### config.mk
export PLATFORM = sky130hd
export DESIGN_NAME = nx_link_fifo_flat
export DESIGN_NICKNAME = d
export VERILOG_FILES = /design/src/rtl/nx_link_fifo_if.sv /design/src/rtl/nx_link_fifo.sv /design/src/flat_wrapper.sv
export SDC_FILE = /design/constraint.sdc
export NUM_CORES = 1
export LEC_CHECK = 0
export CAP_MARGIN = 30
export CORE_UTILIZATION = 50
export DETAILED_ROUTE_END_ITERATION = 7
export GPL_ROUTABILITY_DRIVEN = 0
export PLACE_DENSITY = 0.71
export RECOVER_POWER = 25
export SLEW_MARGIN = 40
export SYNTH_ARGS = -nofsm -noshare
export SYNTH_HDL_FRONTEND = slang
export SYNTH_SLANG_ARGS = --single-unit
### constraint.sdc
create_clock -name clk_i -period 6.3 [get_ports clk_i]
set_clock_uncertainty 0.05 [all_clocks]
set_input_delay 0.945 -clock clk_i [delete_from_list [all_inputs] [get_ports clk_i]]
set_output_delay 0.945 -clock clk_i [all_outputs]
set_load 0.01 [all_outputs]
### src/rtl/nx_link_fifo_if.sv
// Valid/ready message stream between a link FIFO and a node port.
// The producer drives data/valid, the consumer drives ready.
interface nx_link_fifo_if #(
  parameter int unsigned STREAM_WIDTH = 32
);
  logic [STREAM_WIDTH-1:0] data;
  logic                    valid;
  logic                    ready;

  modport master (
    output data,
    output valid,
    input  ready
  );

  modport slave (
    input  data,
    input  valid,
    output ready
  );
endinterface

### src/rtl/nx_link_fifo.sv
// Elastic buffer on an inter-node message link. Every output is taken from registered
// state, which breaks the combinational ready path between tiles.
module nx_link_fifo #(
  parameter int unsigned STREAM_WIDTH = 32,
  parameter int unsigned DEPTH        = 4
) (
  input  logic                     clk_i,
  input  logic                     rst_i,
  nx_link_fifo_if.slave            wr_if,
  nx_link_fifo_if.master           rd_if,
  output logic [$clog2(DEPTH):0]   level_o
);

  localparam int unsigned AW = $clog2(DEPTH);
  localparam logic [AW:0] PtrOne = {{AW{1'b0}}, 1'b1};

  logic [STREAM_WIDTH-1:0] r_mem [DEPTH];
  logic [AW:0]             r_wr_ptr;
  logic [AW:0]             r_rd_ptr;
  logic [AW:0]             w_wr_ptr_nxt;
  logic [AW:0]             w_rd_ptr_nxt;
  logic                    w_full;
  logic                    w_empty;
  logic                    w_push;
  logic                    w_pop;

  // The extra pointer bit tells full from empty when the low bits match.
  assign w_empty = (r_wr_ptr == r_rd_ptr);
  assign w_full  = (r_wr_ptr[AW] != r_rd_ptr[AW]) &&
                   (r_wr_ptr[AW-1:0] == r_rd_ptr[AW-1:0]);

  assign w_push = wr_if.valid && !w_full;
  assign w_pop  = !w_empty && rd_if.ready;

  always_comb begin
    w_wr_ptr_nxt = r_wr_ptr;
    w_rd_ptr_nxt = r_rd_ptr;
    if (w_push) begin
      w_wr_ptr_nxt = r_wr_ptr + PtrOne;
    end
    if (w_pop) begin
      w_rd_ptr_nxt = r_rd_ptr + PtrOne;
    end
  end

  always_ff @(posedge clk_i or negedge rst_i) begin
    if (!rst_i) begin
      r_wr_ptr <= '0;
      r_rd_ptr <= '0;
    end else begin
      r_wr_ptr <= w_wr_ptr_nxt;
      r_rd_ptr <= w_rd_ptr_nxt;
    end
  end

  always_ff @(posedge clk_i or negedge rst_i) begin
    if (!rst_i) begin
      for (int i = 0; i < int'(DEPTH); i++) begin
        r_mem[i] <= '0;
      end
    end else if (w_push) begin
      r_mem[r_wr_ptr[AW-1:0]] <= wr_if.data;
    end
  end

  assign wr_if.ready = !w_full;
  assign rd_if.valid = !w_empty;
  assign rd_if.data  = r_mem[r_rd_ptr[AW-1:0]];
  assign level_o     = r_wr_ptr - r_rd_ptr;

endmodule

### src/flat_wrapper.sv
// flat-port wrapper written by rule: the top's interface ports become plain ports
module nx_link_fifo_flat 
#(
  parameter int unsigned STREAM_WIDTH = 32,
  parameter int unsigned DEPTH        = 4
)
  (clk_i, rst_i, level_o, wr_if_data, wr_if_valid, wr_if_ready, rd_if_data, rd_if_valid, rd_if_ready);
  nx_link_fifo_if #(.STREAM_WIDTH(STREAM_WIDTH)) wr_if_i ();
  nx_link_fifo_if #(.STREAM_WIDTH(STREAM_WIDTH)) rd_if_i ();
  input  logic clk_i;
  input  logic rst_i;
  output logic [$clog2(DEPTH):0] level_o;
  input wire logic [$bits(wr_if_i.data)-1:0] wr_if_data;
  input wire logic [$bits(wr_if_i.valid)-1:0] wr_if_valid;
  output wire logic [$bits(wr_if_i.ready)-1:0] wr_if_ready;
  output wire logic [$bits(rd_if_i.data)-1:0] rd_if_data;
  output wire logic [$bits(rd_if_i.valid)-1:0] rd_if_valid;
  input wire logic [$bits(rd_if_i.ready)-1:0] rd_if_ready;
  assign wr_if_i.data = wr_if_data;
  assign wr_if_i.valid = wr_if_valid;
  assign wr_if_ready = wr_if_i.ready;
  assign rd_if_data = rd_if_i.data;
  assign rd_if_valid = rd_if_i.valid;
  assign rd_if_i.ready = rd_if_ready;
  nx_link_fifo #(.STREAM_WIDTH(STREAM_WIDTH), .DEPTH(DEPTH)) u_core (.clk_i(clk_i), .rst_i(rst_i), .wr_if(wr_if_i), .rd_if(rd_if_i), .level_o(level_o));
endmodule
After elaboration in Yosys (flattened, before gate mapping) --
Index checks and enable logic that the tools add are counted.
Operators by class: add/sub/neg operators 3, order comparisons 3, eq/ne operators 3, mux-type cells 6, bitwise gates (word level) 2, reduce and logical (&&, ||, !) cells 6
Operator list (number):
- bitwise mux 128 bit | 1
- 2-to-1 mux 32 bit | 3
- binary-select mux 32 bit (select 2 bit) | 1
- demux 32 bit (select 2 bit) | 1
- adder 3 x 1 -> 3 bit, second input constant | 2
- >= comparator 3 bit, second input constant | 2
- inverter 2 -> 3 bit | 2
- logical AND 1 bit | 4
- equality test 3 bit | 1
- < comparator 3 x 1 -> 1 bit, second input constant | 1
- subtractor 3 bit | 1
- equality test 2 bit | 1
- logical NOT 1 bit | 2
- != test 1 bit | 1
Storage, ports and cells: register bits after elaboration 134, input port bits 36, output and inout port bits 37

Depth between registers and ports, before layout --
Gate-level depths: netlist of run 1.
depth after elaboration 6, mapped depth 9, mapped depth without buffers 5

Worst setup path after synthesis of run 1 --
OpenSTA, ideal clock, no wires.
kind reg-to-output, start reg u_core.r_rd_ptr[1], end out rd_if_valid, arrival time 1.755 ns, data required time 5.305 ns, slack 3.550 ns, stages on the path, launching flop included 8, cells stage by stage dfrtp_1 > clkbuf_1 > clkbuf_1 > inv_1 > ha_1 > and2_1 > clkbuf_1 > nand2_1
Between the ends: word-level cells in the longest chain between the ends 2
RTL lines:
- start: declaration | line nx_link_fifo.sv:19 | logic [AW:0] r_rd_ptr;
- start signal: assignment | line nx_link_fifo.sv:52 | r_rd_ptr <= w_rd_ptr_nxt;
- equality test 3 bit | line nx_link_fifo.sv:28 | assign w_empty = (r_wr_ptr == r_rd_ptr);
- logical NOT 1 bit | line nx_link_fifo.sv:67 | assign rd_if.valid = !w_empty;
- end: declaration | line flat_wrapper.sv:17 | output wire logic [$bits(rd_if_i.valid)-1:0] rd_if_valid;
No other way between the ends.

==> results of run 1 <==
[area by class of cell]
cell class                 count  area (µm²)
timing repair buffer          78       763.2
fill                         874        4090
clock inverter                14       175.2
sequential                   134        3358
multi-input combinational    196        2492
inverter                       5       18.77
tap                          143       178.9
clock buffer                  18       439.2
[worst max-delay path by stage]
stage	start	to	slack, ns	depth (start not counted)
6_report	rst_i	u_core.r_mem[17]	2.11	2
5_1_grt	rst_i	u_core.r_mem[100]	1.27	2
4_1_cts	u_core.r_rd_ptr[0]	rd_if_data[22]	2.46	3
3_5_place_dp	u_core.r_rd_ptr[0]	rd_if_data[17]	2.91	3
3_3_place_gp	u_core.r_rd_ptr[1]	wr_if_ready	2.81	5
2_1_floorplan	u_core.r_rd_ptr[1]	rd_if_valid	3.55	7
[registers in the layout, summed over array words and instances (netlist names)]
name / flops
u_core.r_rd_ptr: 3
u_core.r_wr_ptr: 3
u_core.r_mem: 128
[kinds of logic after synthesis]
group                      share of synthesized area [%]
muxes                                              36.97
DFF                                                56.46
buffers and inverters                              2.465
AOI/OAI and AO/OA                                 0.9479
and+or+nand+nor                                   0.6110
adders and majority gates                          1.812
xor gates and xnor gates                          0.7373
[layout by cell type, fill, tap and decap left out, drive strengths merged]
cell type      synthesis  final
buf                   15      6
mux2                 131    131
inv                    5      8
o21ai                  3      3
a21oi                  7      7
clkbuf                 6     19
clkinv                 0      5
bufinv                 0      3
fa                     1      1
mux4                  32     32
clkinvlp               0      3
clkdlybuf4s50          0     71
nand2                  8      8
and2                   1      1
xor2                   1      1
dfrtp                134    134
ha                     7      7
xnor2                  4      4
a31oi                  1      1
[cells in the mapped netlist, drive strengths merged]
cell type | count | area [µm²]
clkbuf | 6 | 22.52
xor2 | 1 | 8.760
a31oi | 1 | 6.260
xnor2 | 4 | 35.03
o21ai | 3 | 15.01
dfrtp | 134 | 3353
ha | 7 | 87.58
buf | 15 | 105.1
mux2 | 131 | 1475
nand2 | 8 | 30.03
inv | 5 | 18.77
fa | 1 | 20.02
mux4 | 32 | 720.7
and2 | 1 | 6.260
a21oi | 7 | 35.03
[routing by layer]
| layer | vias to the layer above | share of wire (%) |
|---|---|---|
| li1 | 1466 | - |
| met1 | 1784 | 44 |
| met2 | 58 | 52 |
| met3 | 8 | 3.6 |
| met4 | 0 | 0.87 |
| met5 | - | 0 |
[through the flow]
stage	total power [µW]	util (%)	setup WS [ns]
3_3_place_gp	3610	59.06	2.811
4_1_cts	4710	64.45	2.458
2_1_floorplan	2838	-	3.550
3_5_place_dp	3670	59.12	2.908
5_1_grt	4921	64.48	1.267
6_report	4658	64.48	2.113
[power by group]
part / total, µW / internal (µW) / switching, µW
clock network: 1010 / 636 / 376
registers: 1640 / 1310 / 326
logic: 2010 / 1280 / 728
total: 4660 / 3230 / 1430
==> summary.md, run 1 <==
| Metric | Value |
|---|---|
| Final setup fails | `0` |
| Number of I/O port buffers | `a little over 70` |
| Post-DRT Antenna Nets | `0` |
| Post-CTS Setup Repair Bufs | `0` |
| Inst Count DP | `around 560` |
| Fin Setup TNS | `0 ns` |
| Startpoint Class | `primary input` |
| Busiest grt layer | `met2` |
| Rel. slew slack | `-124.4%` |
| R2R Path Start | `u_core.r_rd_ptr[1]` |
| Hold Crit Start | `u_core.r_mem[36]` |
| WP data arrival | `just under 4 ns` |
| Power Density | `about 630 nW/µm²` |
| I/O pins | `between 70 and 80` |
| CP Max Fanout | `between 70 and 80` |
| PostCTS Resize Cnt | `0` |
| Crit path kind | `primary input to async pin` |
| Latest clock arrival within the worst-skew pair | `between 0.4 and 0.5 ns` |
| Post-DR vias/cell | `5.639` |
| Final hold violations | `0` |
| MaxCap Viol Count | `1` |
| Diode count | `0` |
| DIE HEIGHT | `111.0 µm` |
| Achievable frequency | `roughly 240 MHz` |
| Row count | `39` |
| Worst-Margin Slew | `3.366 ns` |
| Initial Util | `between 50% and 60%` |
| Seq/Total Area, Yosys | `56.46%` |
| Worst hold path type | `flop to flop` |
| Design Area, Final | `7426 µm²` |
| Synthesized area | `5939 µm²` |
| Distinct cells, synth | `16` |
| Via count | `around 3300` |
| Family with the most delay on the worst path | `buffers and inverters` |
| DR WL/cell | `approximately 20 µm` |
| Failing checks | `design-rule violations, max-capacitance violations, max-slew violations` |
| CTS Sinks | `about 130` |
| Peak supply drop | `approximately 0.36 mV` |
| Hold path depth | `1` |
| Vias in the first global route | `between 3000 and 4000` |
| Final worst path period need | `between 4 and 5 ns` |
| Critical path's largest stage delay | `2.43 ns` |
| Worst Setup End Kind | `async pin` |
| LEAKAGE | `around 0.0030 µW` |
| Average cell area after synthesis | `16.68 µm²` |
| Die area | `between 10000 and 15000 µm²` |
| Clock slew at reported path FFs | `roughly 0.05 ns` |
| TritonCTS buffer count | `17` |
| Post-Syn Instances | `roughly 360` |
| DP Wirelength | `around 6900 µm` |
| Yosys reg bits | `approximately 130` |
| Outcome | `finished, violations left` |
| Pins Over Slew Limit | `65` |
| Worst path slowest cell | `clkbuf_1` |
| Synthesized Nets | `400` |
| Placed cell areas | `6808 µm²` |
| CTS Buffer Depth | `2` |
| Drt total wl | `between 10000 and 15000 µm` |
| Critical path required time | `between 6 and 7 ns` |
| Initial antenna violation count | `0` |
| GR Util met3 | `approximately 6.7%` |
| # H-tree levels | `4` |
| GR met2 Demand/Resource | `35.47%` |
| Area grow syn2layout | `25.03%` |
| # DRC | `12` |
| Layout cell share with drive strength beyond 1 | `around 47%` |
| Reg2reg path depth | `6` |
| Hold_ws | `~0.45 ns` |
| First-pass iteration count of the detailed router | `6` |
| Hold worst-path end | `u_core.r_mem[36]` |
| Core Region | `about 12000 µm²` |
| Hold_buf cts | `0` |
| Cells along the critical path | `buf_6, clkbuf_1` |
| R2r setup slk | `roughly 3.5 ns` |
| CTS tree | `done` |
| Nets@finish | `476` |
| Pin count of the biggest net entering global routing | `72` |
| Grt ovf | `0` |
| Final Non-Filler Cells | `between 500 and 600` |
| Met1 Use GR | `between 20% and 30%` |
| Starting DRC count in detailed routing | `around 140` |
| Syn. warnings | `0` |
| Gr usage total | `between 20% and 30%` |
| CTS Root Cell | `clkbuf_16` |
| Unrepaired setup endpoints after global routing | `no` |
| FF-to-FF End | `u_core.r_mem[47]` |
| Period utilisation layout | `between 60 and 70%` |
| Worst Path Buf+Inv | `2` |
| First-pass GRT wire length | `19490 µm` |
| Die Wd | `111.0 µm` |
No activity file was read; power rests on OpenSTA's default activity.
==> run 2, diff against run 1 <==
Settings changed: PLACE_DENSITY 0.71 to 0.74.
Clock period 6.3 ns to 3.8 ns, I/O delays scaled along.
==> run 2 against run 1 <==
The run still ends with design-rule violations, max-capacitance violations, max-slew violations left. Total power increased by 67%. Die area stayed put. First-iteration DRC count grew 26%. Via count decreased by 1.4%. Sequential share of layout area down 0.28 points. Combinational power up 73%. Routed wire length shrank 3.6%. Critical endpoint is now rd_if_data[21].
==> summary.md, run 2 (synthesized netlist as in run 1, its figures left out) <==
| Metric | Value |
|---|---|
| Outcome | `finished, violations left` |
| Failing checks | `design-rule violations, max-capacitance violations, max-slew violations` |
| Final setup fails | `0 (unchanged)` |
| Achievable frequency | `~330 MHz` |
| Period utilisation layout | `80.61%` |
| Pins Over Slew Limit | `71 (+9.2%)` |
| CTS Root Cell | `clkbuf_16` |
| Post-DRT Antenna Nets | `0 (unchanged)` |
| Critical path required time | `3.18 ns (-2.83 ns)` |
| Logic pwr share | `44.8% (+1.7 points)` |
| Reg2reg path depth | `6 (unchanged)` |
| Startpoint Class | `flop` |
| Worst Setup SP | `u_core.r_rd_ptr[0]` |
| Post-CTS Setup Repair Bufs | `0 (unchanged)` |
| Latest clock arrival within the worst-skew pair | `0.41 ns (about the same)` |
| R2r setup slk | `1.16 ns (-2.32 ns)` |
| Largest registers | `u_core.r_mem (128), u_core.r_rd_ptr (3), u_core.r_wr_ptr (3)` |
| I/O pins | `73 (unchanged)` |
| Vias in the first global route | `3738 (-0.90%)` |
| FF-to-FF End | `u_core.r_mem[123]` |
| Via count | `3269 (-1.4%)` |
| Initial antenna violation count | `0 (unchanged)` |
| Peak supply drop | `0.4987 mV (+39%)` |
| Hold_buf cts | `0 (unchanged)` |
| CP Max Fanout | `34 (-52%)` |
| DP Wirelength | `6696 µm (-2.7%)` |
| WP data arrival | `2.44 ns (-1.45 ns)` |
| Die Wd | `111.0 µm (unchanged)` |
| DR WL/cell | `19.11 µm (-4.1%)` |
| MaxCap Viol Count | `1 (unchanged)` |
| Internal | `5470 µW (+69%)` |
| Most frequent cells in the layout | `132 x dfrtp_1, 131 x mux2_2, 71 x clkdlybuf4s50_1` |
| Worst Setup End Kind | `output port` |
| LEAKAGE | `0.003062 µW (+1.1%)` |
| R2R Path Start | `u_core.r_wr_ptr[0]` |
| PostCTS Resize Cnt | `0 (unchanged)` |
| Clock share of power | `22.3% (+0.6 points)` |
| # DRC | `12 (unchanged)` |
| Starting DRC count in detailed routing | `175 (+26%)` |
| Gr usage total | `20.75% (-0.46 points)` |
| Most common cell after layout, fill and taps aside | `dfrtp_1` |
| First-pass GRT wire length | `19420 µm (-0.35%)` |
| Max reg flops | `128 (unchanged)` |
| Power Density | `1041 nW/µm² (+66%)` |
| Crit path kind | `flop to output port` |
| Post-DR vias/cell | `5.531 (-1.9%)` |
| Core Region | `11520 µm² (unchanged)` |
| Sw power | `2301 µW (+61%)` |
| Switch share | `29.61% (-1.1 points)` |
| Largest Register | `u_core.r_mem` |
| DIE HEIGHT | `111.0 µm (unchanged)` |
| Worst-Margin Slew | `1.675 ns (-1.691 ns)` |
| Fin Setup TNS | `0 ns (unchanged)` |
| Clock slew at reported path FFs | `0.06 ns (about the same)` |
| First-pass iteration count of the detailed router | `6 (unchanged)` |
| Number of I/O port buffers | `72 (unchanged)` |
| TritonCTS buffer count | `17 (unchanged)` |
| Unrepaired setup endpoints after global routing | `no` |
| Drt total wl | `11300 µm (-3.6%)` |
| Final Power | `7770 µW (+67%)` |
| Final worst path period need | `3.063 ns` |
| CTS Buffer Depth | `2 (unchanged)` |
| Rel. slew slack | `-11.66% (+110 points)` |
| CTS tree | `done` |
| Pin count of the biggest net entering global routing | `71 (-1.4%)` |
| Layout cell share with drive strength beyond 1 | `46.88% (+0.13 points)` |
| Nets@finish | `479 (+0.63%)` |
| Grt ovf | `0 (unchanged)` |
| Worst hold path type | `primary input to async pin` |
| Row count | `39 (unchanged)` |
| Final hold violations | `0 (unchanged)` |
| CTS Sinks | `134 (unchanged)` |
| # H-tree levels | `4 (unchanged)` |
| Diode count | `0 (unchanged)` |
| Area grow syn2layout | `25.70%` |
| Filler instances | `861 (-1.5%)` |
| Reg power frac | `32.9% (-2.3 points)` |
| Initial Util | `51.58% (unchanged)` |
| Die area | `12320 µm² (unchanged)` |
run 2: through the flow:
step	hold slack, ns	worst slack [ns]	util, %	std cells	cell area [µm²]
2_1_floorplan	0.2244	1.123	-	356	5939
3_3_place_gp	0.4340	1.118	59.37	559	6837
3_5_place_dp	0.4406	1.119	59.37	559	6837
4_1_cts	0.2194	0.6537	64.93	591	7477
5_1_grt	0.1281	0.5741	64.83	591	7466
6_report	0.07358	0.7369	64.83	591	7466
run 2: routing by layer:
metal | share of wire, % | vias up | global-route usage [%]
li1 | - | 1473 | -
met1 | 45 | 1717 | 27.26
met2 | 50 | 68 | 32.96
met3 | 4.3 | 11 | 6.178
met4 | 0.83 | 0 | 7.397
met5 | 0 | - | 0
run 2: cell type report:
cell class	instances	area (µm²)	share of cell area, %
Inverter	5	18.77	0.2514
Sequential cell	134	3356	44.95
Tap cell	143	178.9	2.397
Multi-Input combinational cell	196	2485	33.28
Timing Repair Buffer	81	787.0	10.54
Clock buffer	25	525.5	7.039
Clock inverter	7	115.1	1.542
run 2: power groups by stage:
stage / registers (µW) / clock network, µW / logic (µW)
finish: 2560 / 1740 / 3480
detailed placement: 2560 / 0 / 3520
global route: 2660 / 1840 / 3740
global placement: 2520 / 0 / 3470
CTS: 2560 / 1780 / 3550
floorplan: 2430 / 0 / 2270
run 2: how the worst max path moves through the flow:
stage / end / depth (start not counted)
2_1_floorplan: u_core.r_mem[100] / 9
3_3_place_gp: rd_if_data[21] / 3
3_5_place_dp: u_core.r_mem[123] / 5
4_1_cts: rd_if_data[21] / 3
5_1_grt: rd_if_data[21] / 3
6_report: rd_if_data[21] / 3
run 2: critical path: stages (launching register included):
cell and delay (ns):
dfrtp_2 0.36, buf_4 0.55, mux4_2 0.61, clkdlybuf4s50_1 0.50
